--- src/rtl/sprite_blit_engine_if.sv ---
// Sprite blitter bus: start/position request, status, ROM read port
// and framebuffer write port with valid/ready style acceptance.
interface sprite_blit_engine_if;
  logic        start;
  logic [10:0] pos_x;
  logic [9:0]  pos_y;
  logic        dir;
  logic        busy;
  logic        done;
  logic [5:0]  rom_dx;
  logic [5:0]  rom_dy;
  logic [7:0]  rom_data;
  logic        fb_we;
  logic [18:0] fb_addr;
  logic [7:0]  fb_data;
  logic        fb_ready;

  modport master (
    output start, pos_x, pos_y, dir,
    output rom_data, fb_ready,
    input  busy, done, rom_dx, rom_dy,
    input  fb_we, fb_addr, fb_data
  );

  modport slave (
    input  start, pos_x, pos_y, dir,
    input  rom_data, fb_ready,
    output busy, done, rom_dx, rom_dy,
    output fb_we, fb_addr, fb_data
  );
endinterface

--- src/rtl/sprite_blit_engine.sv ---
// Sprite blitter: walks a SPR_W x SPR_H ROM row-major, optional mirror,
// writes opaque on-screen texels. Ports: Clk, Reset_n, bus (slave).
module sprite_blit_engine #(
  parameter int SPR_W  = 32,
  parameter int SPR_H  = 24,
  parameter int SCR_W  = 640,
  parameter int SCR_H  = 480,
  parameter int TRANSP = 0
) (
  input logic             Clk,
  input logic             Reset_n,
  sprite_blit_engine_if.slave bus
);

  typedef enum logic [2:0] {
    S_IDLE,
    S_FETCH,
    S_RUN,
    S_DRAIN,
    S_DONE
  } state_e;

  state_e      state_q, state_d;
  logic [10:0] px_q, px_d;
  logic [9:0]  py_q, py_d;
  logic        dir_q, dir_d;
  logic [5:0]  c_q, c_d;
  logic [5:0]  r_q, r_d;
  logic [5:0]  dx_q, dx_d;
  logic [5:0]  dy_q, dy_d;
  logic        busy_q, busy_d;
  logic        done_q, done_d;
  logic        we_q, we_d;
  logic [18:0] addr_q, addr_d;
  logic [7:0]  data_q, data_d;

  logic        stall;
  logic        last;
  logic        wr;
  logic [11:0] x_s;
  logic [10:0] y_s;
  logic [18:0] addr_c;
  logic [5:0]  c_nx;
  logic [5:0]  r_nx;

  // The ROM output belongs to the address currently driven, so the
  // column/row counters double as the evaluation-stage coordinates.
  assign stall = we_q && !bus.fb_ready;
  assign last  = (c_q == 6'(SPR_W - 1))
              && (r_q == 6'(SPR_H - 1));
  assign x_s   = {px_q[10], px_q} + {6'd0, c_q};
  assign y_s   = {1'b0, py_q} + {5'd0, r_q};
  assign wr    = (bus.rom_data != 8'(TRANSP))
              && !x_s[11]
              && (x_s[10:0] < 11'(SCR_W))
              && (y_s < 11'(SCR_H));
  assign addr_c = 19'(y_s) * 19'(SCR_W)
               + 19'(x_s[10:0]);

  always_comb begin
    c_nx = c_q + 6'd1;
    r_nx = r_q;
    if (c_q == 6'(SPR_W - 1)) begin
      c_nx = 6'd0;
      r_nx = r_q + 6'd1;
    end
  end

  always_comb begin
    state_d = state_q;
    px_d    = px_q;
    py_d    = py_q;
    dir_d   = dir_q;
    c_d     = c_q;
    r_d     = r_q;
    dx_d    = dx_q;
    dy_d    = dy_q;
    busy_d  = busy_q;
    done_d  = done_q;
    we_d    = we_q;
    addr_d  = addr_q;
    data_d  = data_q;
    unique case (state_q)
      S_IDLE: begin
        if (bus.start) begin
          px_d    = bus.pos_x;
          py_d    = bus.pos_y;
          dir_d   = bus.dir;
          state_d = S_FETCH;
        end
      end
      S_FETCH: begin
        busy_d  = 1'b1;
        c_d     = 6'd0;
        r_d     = 6'd0;
        dx_d    = dir_q ? 6'd0 : 6'(SPR_W - 1);
        dy_d    = 6'd0;
        state_d = S_RUN;
      end
      S_RUN: begin
        if (!stall) begin
          we_d = wr;
          if (wr) begin
            addr_d = addr_c;
            data_d = bus.rom_data;
          end
          if (last) begin
            state_d = S_DRAIN;
          end else begin
            c_d  = c_nx;
            r_d  = r_nx;
            dx_d = dir_q ? c_nx
                         : 6'(SPR_W - 1) - c_nx;
            dy_d = r_nx;
          end
        end
      end
      S_DRAIN: begin
        if (!stall) begin
          we_d    = 1'b0;
          busy_d  = 1'b0;
          done_d  = 1'b1;
          state_d = S_DONE;
        end
      end
      S_DONE: begin
        done_d  = 1'b0;
        state_d = S_IDLE;
      end
      default: state_d = S_IDLE;
    endcase
  end

  always_ff @(posedge Clk or negedge Reset_n) begin
    if (!Reset_n) begin
      state_q <= S_IDLE;
      px_q    <= '0;
      py_q    <= '0;
      dir_q   <= 1'b0;
      c_q     <= '0;
      r_q     <= '0;
      dx_q    <= '0;
      dy_q    <= '0;
      busy_q  <= 1'b0;
      done_q  <= 1'b0;
      we_q    <= 1'b0;
      addr_q  <= '0;
      data_q  <= '0;
    end else begin
      state_q <= state_d;
      px_q    <= px_d;
      py_q    <= py_d;
      dir_q   <= dir_d;
      c_q     <= c_d;
      r_q     <= r_d;
      dx_q    <= dx_d;
      dy_q    <= dy_d;
      busy_q  <= busy_d;
      done_q  <= done_d;
      we_q    <= we_d;
      addr_q  <= addr_d;
      data_q  <= data_d;
    end
  end

  assign bus.busy    = busy_q;
  assign bus.done    = done_q;
  assign bus.rom_dx  = dx_q;
  assign bus.rom_dy  = dy_q;
  assign bus.fb_we   = we_q;
  assign bus.fb_addr = addr_q;
  assign bus.fb_data = data_q;

endmodule
--- src/flat_wrapper.sv ---
// flat-port wrapper written by rule: the top's interface ports become plain ports
module sprite_blit_engine_flat 
#(
  parameter int SPR_W  = 32,
  parameter int SPR_H  = 24,
  parameter int SCR_W  = 640,
  parameter int SCR_H  = 480,
  parameter int TRANSP = 0
)
  (Clk, Reset_n, bus_start, bus_pos_x, bus_pos_y, bus_dir, bus_rom_data, bus_fb_ready, bus_busy, bus_done, bus_rom_dx, bus_rom_dy, bus_fb_we, bus_fb_addr, bus_fb_data);
  sprite_blit_engine_if bus_i ();
  input logic Clk;
  input logic Reset_n;
  input wire logic [$bits(bus_i.start)-1:0] bus_start;
  input wire logic [$bits(bus_i.pos_x)-1:0] bus_pos_x;
  input wire logic [$bits(bus_i.pos_y)-1:0] bus_pos_y;
  input wire logic [$bits(bus_i.dir)-1:0] bus_dir;
  input wire logic [$bits(bus_i.rom_data)-1:0] bus_rom_data;
  input wire logic [$bits(bus_i.fb_ready)-1:0] bus_fb_ready;
  output wire logic [$bits(bus_i.busy)-1:0] bus_busy;
  output wire logic [$bits(bus_i.done)-1:0] bus_done;
  output wire logic [$bits(bus_i.rom_dx)-1:0] bus_rom_dx;
  output wire logic [$bits(bus_i.rom_dy)-1:0] bus_rom_dy;
  output wire logic [$bits(bus_i.fb_we)-1:0] bus_fb_we;
  output wire logic [$bits(bus_i.fb_addr)-1:0] bus_fb_addr;
  output wire logic [$bits(bus_i.fb_data)-1:0] bus_fb_data;
  assign bus_i.start = bus_start;
  assign bus_i.pos_x = bus_pos_x;
  assign bus_i.pos_y = bus_pos_y;
  assign bus_i.dir = bus_dir;
  assign bus_i.rom_data = bus_rom_data;
  assign bus_i.fb_ready = bus_fb_ready;
  assign bus_busy = bus_i.busy;
  assign bus_done = bus_i.done;
  assign bus_rom_dx = bus_i.rom_dx;
  assign bus_rom_dy = bus_i.rom_dy;
  assign bus_fb_we = bus_i.fb_we;
  assign bus_fb_addr = bus_i.fb_addr;
  assign bus_fb_data = bus_i.fb_data;
  sprite_blit_engine #(.SPR_W(SPR_W), .SPR_H(SPR_H), .SCR_W(SCR_W), .SCR_H(SCR_H), .TRANSP(TRANSP)) u_core (.Clk(Clk), .Reset_n(Reset_n), .bus(bus_i));
endmodule
--- config.mk ---
export PLATFORM = sky130hd
export DESIGN_NAME = sprite_blit_engine_flat
export DESIGN_NICKNAME = d
export VERILOG_FILES = /design/src/rtl/sprite_blit_engine_if.sv /design/src/rtl/sprite_blit_engine.sv /design/src/flat_wrapper.sv
export SDC_FILE = /design/constraint.sdc
export NUM_CORES = 1
export LEC_CHECK = 0
export ABC_AREA = 1
export BUFFER_PORTS_ARGS = -buffer_cell sky130_fd_sc_hd__buf_2
export CORE_ASPECT_RATIO = 1.5
export CORE_UTILIZATION = 58
export DETAILED_ROUTE_END_ITERATION = 16
export GPL_ROUTABILITY_DRIVEN = 0
export HOLD_SLACK_MARGIN = 0.1
export PLACE_DENSITY_LB_ADDON = 0.25
export SETUP_SLACK_MARGIN = 0.2
export SLEW_MARGIN = 20
export SYNTH_ARGS = -nofsm -noshare
export SYNTH_HDL_FRONTEND = slang
export SYNTH_SLANG_ARGS = --single-unit
export TNS_END_PERCENT = 20
--- constraint.sdc ---
create_clock -name Clk -period 4.25 [get_ports Clk]
set_input_delay 0.85 -clock Clk [delete_from_list [all_inputs] [get_ports Clk]]
set_output_delay 0.85 -clock Clk [all_outputs]
set_load 0.05 [all_outputs]
==> results of run 1 <==
[layer usage]
metal | vias up | wire [um] | GRT usage, %
li1 | 2087 | - | -
met1 | 1994 | 4140 | 27.8
met2 | 128 | 5420 | 46.4
met3 | 37 | 522 | 4.78
met4 | 0 | 454 | 16.4
met5 | - | 0 | 0
[synthesized netlist by cell type (2+ instances only)]
cell type,count
buf_2,2
nor3_1,11
nor2_4,4
o21ai_0,15
clkbuf_1,3
inv_1,78
nand3b_1,4
buf_6,3
a31oi_1,3
xnor2_1,6
nor2_1,51
nand4_1,13
nand2_2,11
buf_8,2
xor2_1,18
nand3_2,5
xor2_2,2
nand2_1,130
a21oi_1,32
inv_2,5
fa_1,4
mux2_2,13
nor2_2,3
o21ai_2,23
nand2_4,2
ha_1,33
dfrtp_1,72
o31ai_1,4
nand3_1,30
[cell families (layout without fill, tap and decap cells)]
group | count (synthesis) | in the layout | share of synthesized area (%)
xor+xnor | 26 | 26 | 4.99
compound gates | 83 | 83 | 10.9
mux | 13 | 13 | 3.01
simple gates | 269 | 269 | 25.7
flops | 72 | 72 | 37.0
fa+ha+maj | 37 | 37 | 10.1
buf+inv | 94 | 176 | 8.30
[flip-flops by register name (all words and copies together), names as in the netlist]
| signal | count |
|---|---|
| u_core.bus.fb_addr | 19 |
| u_core.px_q | 11 |
| u_core.py_q | 10 |
| u_core.bus.fb_data | 8 |
| u_core.bus.rom_dx | 6 |
| u_core.r_q | 6 |
| u_core.c_q | 5 |
| u_core.state_q | 3 |
| u_core.bus.busy | 1 |
| u_core.bus.done | 1 |
| u_core.bus.fb_we | 1 |
| u_core.dir_q | 1 |
[layout make-up]
cell class,instances,area share (%)
clock buffer,13,4.98
timing repair buffer,77,6.93
clock inverter,3,0.844
sequential,72,32.0
inverter,83,5.53
tap,105,2.33
multi-input combinational,428,47.4
[how the worst max path moves through the flow]
stage	from	cells after the start	slack, ps	to
3_5_place_dp	u_core.r_q[0]	19	590	u_core.bus.fb_addr[17]
5_1_grt	u_core.r_q[0]	19	220	u_core.bus.fb_addr[17]
4_1_cts	u_core.r_q[0]	19	540	u_core.bus.fb_addr[17]
6_report	u_core.r_q[0]	19	500	u_core.bus.fb_addr[17]
2_1_floorplan	u_core.r_q[0]	19	560	u_core.bus.fb_addr[17]
3_3_place_gp	u_core.r_q[2]	17	710	u_core.bus.fb_addr[17]
[tightest hold or removal path, stage by stage, from the launching register on]
cell and delay, ps:
dfrtp_1 330, nand2_1 60, o21ai_2 50
[metrics by stage]
step	hold slack, ps	instance area, um^2	util (%)	worst slack, ps	cells
floorplan	484	4870	-	560	594
global placement	460	5300	65.7	715	765
detailed placement	464	5300	65.7	589	765
CTS	478	5630	69.8	539	781
global route	495	5630	69.9	217	781
finish	474	5630	69.9	499	781
[placed cells by master, fill, tap and decap left out, drive strengths merged, types with 2 or more instances in the layout]
master  netlist  layout
a21oi        33      33
a31oi         3       3
buf           8      77
clkbuf        3      13
clkinv        0       2
dfrtp        72      72
fa            4       4
ha           33      33
inv          83      83
mux2         13      13
nand2       143     143
nand3        36      36
nand3b        4       4
nand4        14      14
nor2         58      58
nor3         11      11
o21ai        39      39
o31ai         4       4
xnor2         6       6
xor2         20      20
==> impl_metrics.toml, run 1 <==
[route]
detail_route.wirelength_um = 10500
routed_via_density = 5.44
drc = 0
wire_per_inst_um = 13.5
drtAntennaViolNets = 0
drt-pass1-iter-count = 4
vias = 4246
first_iter_violations = 203

[flow_run]
cap_violations = 0

[synthesis]
seq_area_frac_synth_pct = 37.0
yosysTopAreaCellShare_pct = 37.0
synthArstFlopShare_pct = 100
syn-cell-area_um2 = 4870
yosys_most_used_dff = "dfrtp_1"
ys_types = 41
synth_largest_area_cell = "dfrtp_1"
ys_ff_latch = 72
netlist_top_cells_area = "dfrtp_1, nand2_1, ha_1, inv_1, o21ai_2"
synth-edff-count = 0
yosys_warnings = 0
synth_nets = 665
syn_area_per_cell_um2 = 8.20
syn-instance-count = 594

[sta]
period_share_pct = 88.3
fmax_mhz = 267
max_slew.worst_pin.slew_ps = 732
drv_slew = 0
period_needed_ps = 3750
tns_ps = 0
clock_skew_ps = 5.55
setup_viol = 0
relSlewSlack_pct = 51.2
grt_setup_unrepaired = "no"
finalHoldViolations = 0

[worst_setup_path]
r2r_cells = 19
r2r_slack_ps = 500
crit_path_cell_trace = "ha_1 > inv_1 > fa_1 > inv_1 > a31oi_1 > xor2_1 > inv_1 > ha_1 > fa_1 > xor2_1 > inv_1 > nor2_1 > nand4_1 > nor2_1 > nand3_1 > nand2_1 > inv_1 > o21ai_0 > nand2_1"
critical_path_peak_fanout = 7
worstPathArrival_ps = 3970
r2r_end = "u_core.bus.fb_addr[17]"
crit_buf_inv = 5
r2r_start = "u_core.r_q[0]"
crit_path_start_kind = "register"
worst_setup_path_end_kind = "register"
critPathMaxStageDelay_ps = 490
crit_type = "reg2reg"
cp.required_ps = 4470
cp_common_cell = "inv_1"
cp_slowest_cell = "fa_1"
cp_top_family = "adder cells"

[clock_network]
cts_made_buffers = 9
holdBufCountCts = 0
root_buffer = "clkbuf_16"
clkLatencyLatePin_ps = 340
cts_tree = "yes"
cts.sink_count = 72
cts_resized = 0
cts_max_path_buffers = 2
post_cts_buffers = 0
htree_levels = 3
clk_pin_slew_worst_paths_ps = 60

[global_routing]
grt_pass1_vias = 4185
grt.total_usage_pct = 25.9
grt_max_degree = 52
antenna_found_initial = 0
grt_pass1_wl_um = 17900
overflow = 0

[floorplanning]
die-width_um = 76.8
dieArea_um2 = 8770
io_pins = 76
die_height_um = 114
std_cell_rows = 40
initial_core_util_pct = 60.4
core_area_um2 = 8060

[place]
dp_hpwl_um = 7960
numPortBuffers = 75

[cells_and_area]
fill_cells = 657
nets = 742
multi_input_area_um2 = 2670
diodes = 0
register_area_um2 = 1800
layout-drive-gt1-share_pct = 24.6
area_growth_pct = 15.7

[min_path]
hp-start = "u_core.bus.fb_data[0]"
min_to = "u_core.bus.fb_data[0]"
holdPathStages = 2
worst_hold_path_type = "reg2reg"

[status]
outcome = "completed"
Power of run 1 is left out: the tool's default activity adds up to more than one toggle a clock period on the data nets, which glitch-free logic cannot reach.
==> run 2, diff against run 1 <==
--- a/config.mk
+++ b/config.mk
@@ -8,6 +8,7 @@
 export ABC_AREA = 1
 export BUFFER_PORTS_ARGS = -buffer_cell sky130_fd_sc_hd__buf_2
 export CORE_ASPECT_RATIO = 1.5
+export CORE_MARGIN = 4
 export CORE_UTILIZATION = 58
 export DETAILED_ROUTE_END_ITERATION = 16
 export GPL_ROUTABILITY_DRIVEN = 0
==> constraint.sdc (replaced) <==
create_clock -name Clk -period 3.75 [get_ports Clk]
set_input_delay 0.75 -clock Clk [delete_from_list [all_inputs] [get_ports Clk]]
set_output_delay 0.75 -clock Clk [all_outputs]
set_load 0.05 [all_outputs]
==> impl_metrics.toml, run 2 (synthesis gave the netlist of run 1 again) <==
[status]
outcome = "completed"

[floorplanning]
dieArea_um2 = 9950
std_cell_rows = 40
die-width_um = 82.8
core_area_um2 = 8110
io_pins = 76
initial_core_util_pct = 60.0
die_height_um = 120

[sta]
setup_viol = 0
grt_setup_unrepaired = "yes"
tns_ps = 0
drv_slew = 0
fmax_mhz = 291
max_slew.worst_pin.slew_ps = 763
relSlewSlack_pct = 49.1
period_needed_ps = 3440
post-route-worst-setup-slack_ps = 315
clock_skew_ps = 5.13
finalHoldViolations = 0
period_share_pct = 91.6

[worst_setup_path]
cp_top_family = "adder cells"
critical_path_peak_fanout = 5
crit_path_cell_trace = "ha_1 > nand3_2 > nand3_2 > xnor2_2 > inv_1 > ha_1 > ha_2 > fa_2 > nand2_1 > inv_1 > nand4_1 > nand2_1 > nand2_1 > nor3_2 > nand4_1 > inv_1 > nand2_1 > nand3_1 > nand2_1"
critPathMaxStageDelay_ps = 550
crit_path_start_kind = "register"
worst_setup_path_end_kind = "register"
crit_buf_inv = 3
crit_type = "reg2reg"
cp_common_cell = "nand2_1"
cp.required_ps = 3980
worstPathArrival_ps = 3660
cp_slowest_cell = "fa_2"

[global_routing]
overflow = 0
grt_pass1_vias = 4192
grt_max_degree = 52
grt.total_usage_pct = 22.8
grt_pass1_wl_um = 18600
antenna_found_initial = 0

[clock_network]
cts_tree = "yes"
htree_levels = 3
cts_made_buffers = 9
clkLatencyLatePin_ps = 340
root_buffer = "clkbuf_16"
clk_pin_slew_worst_paths_ps = 60
cts.sink_count = 72
cts_max_path_buffers = 2

[cells_and_area]
largest_reg_flops = 19
area_growth_pct = 19.3
layout-drive-gt1-share_pct = 29.3
nets = 748
stdcell_count = 787
diodes = 0
layout_commonest_cell = "nand2_1"
final_cell_mix = "nand2_1, inv_1, buf_2"

[flow_run]
cap_violations = 0

[route]
routed_via_density = 5.41
drt-pass1-iter-count = 6
vias = 4255
drc = 0
first_iter_violations = 189
detail_route.wirelength_um = 11100
wire_per_inst_um = 14.1
drtAntennaViolNets = 0

[place]
dp_worst_setup_slack_ps = 171
dp.cells = 766
numPortBuffers = 75
dp_hpwl_um = 8180

[min_path]
worst_hold_path_type = "reg2reg"
-- run 2: final timing paths --
| kind | from | to | slack (ps) | cells past startpoint |
|---|---|---|---|---|
| worst min register to register | u_core.bus.fb_addr[0] | u_core.bus.fb_addr[0] | 470 | 2 |
| worst min-delay path | u_core.bus.fb_addr[0] | u_core.bus.fb_addr[0] | 470 | 2 |
| worst max-delay path | u_core.r_q[1] | u_core.bus.fb_addr[18] | 310 | 19 |
| max in group asynchronous | Reset_n | u_core.r_q[2] | 2580 | 2 |
| worst max register to register | u_core.r_q[1] | u_core.bus.fb_addr[18] | 310 | 19 |
| min in group asynchronous | Reset_n | u_core.bus.fb_data[4] | 480 | 1 |
-- run 2: metrics by stage --
stage	hold slack (ps)	instance area (um^2)	util (%)
after global routing	498	5810	71.6
after detailed placement	462	5320	65.6
after CTS	469	5630	69.5
final	468	5810	71.6
after global placement	453	5320	65.6
after floorplan	454	4870	-
-- run 2: metal layers --
metal  vias to the layer above  GRT usage (%)  wire, um
li1                       2097              -         -
met1                      1973           26.0      4350
met2                       150           41.0      5780
met3                        35           4.98       584
met4                         0           9.61       370
met5                         -              0         0
-- run 2: layout make-up --
cell class	count	area [um^2]
clock buffers	9	225
flip-flops and latches	72	1810
inverters	83	312
fillers	642	2300
clock inverters	7	70.1
multi-input cells	428	2810
well taps	105	131
repair buffers	83	448
-- run 2: what timing repair did --
action | 4_1_cts | 5_1_grt
cloned | 0 | 0
pin swaps | 0 | 5
hold buffers | 0 | 0
setup endpoints to repair | 1 | 5
gates resized for setup | 2 | 28
setup buffers | 0 | 5
-- run 2: tightest hold or removal path, cell delays in order (launching register included) --
cell     delay (ps)
dfrtp_1         340
nand2_1          50
nand2_1          50
Power of run 2 is left out for the same reason.
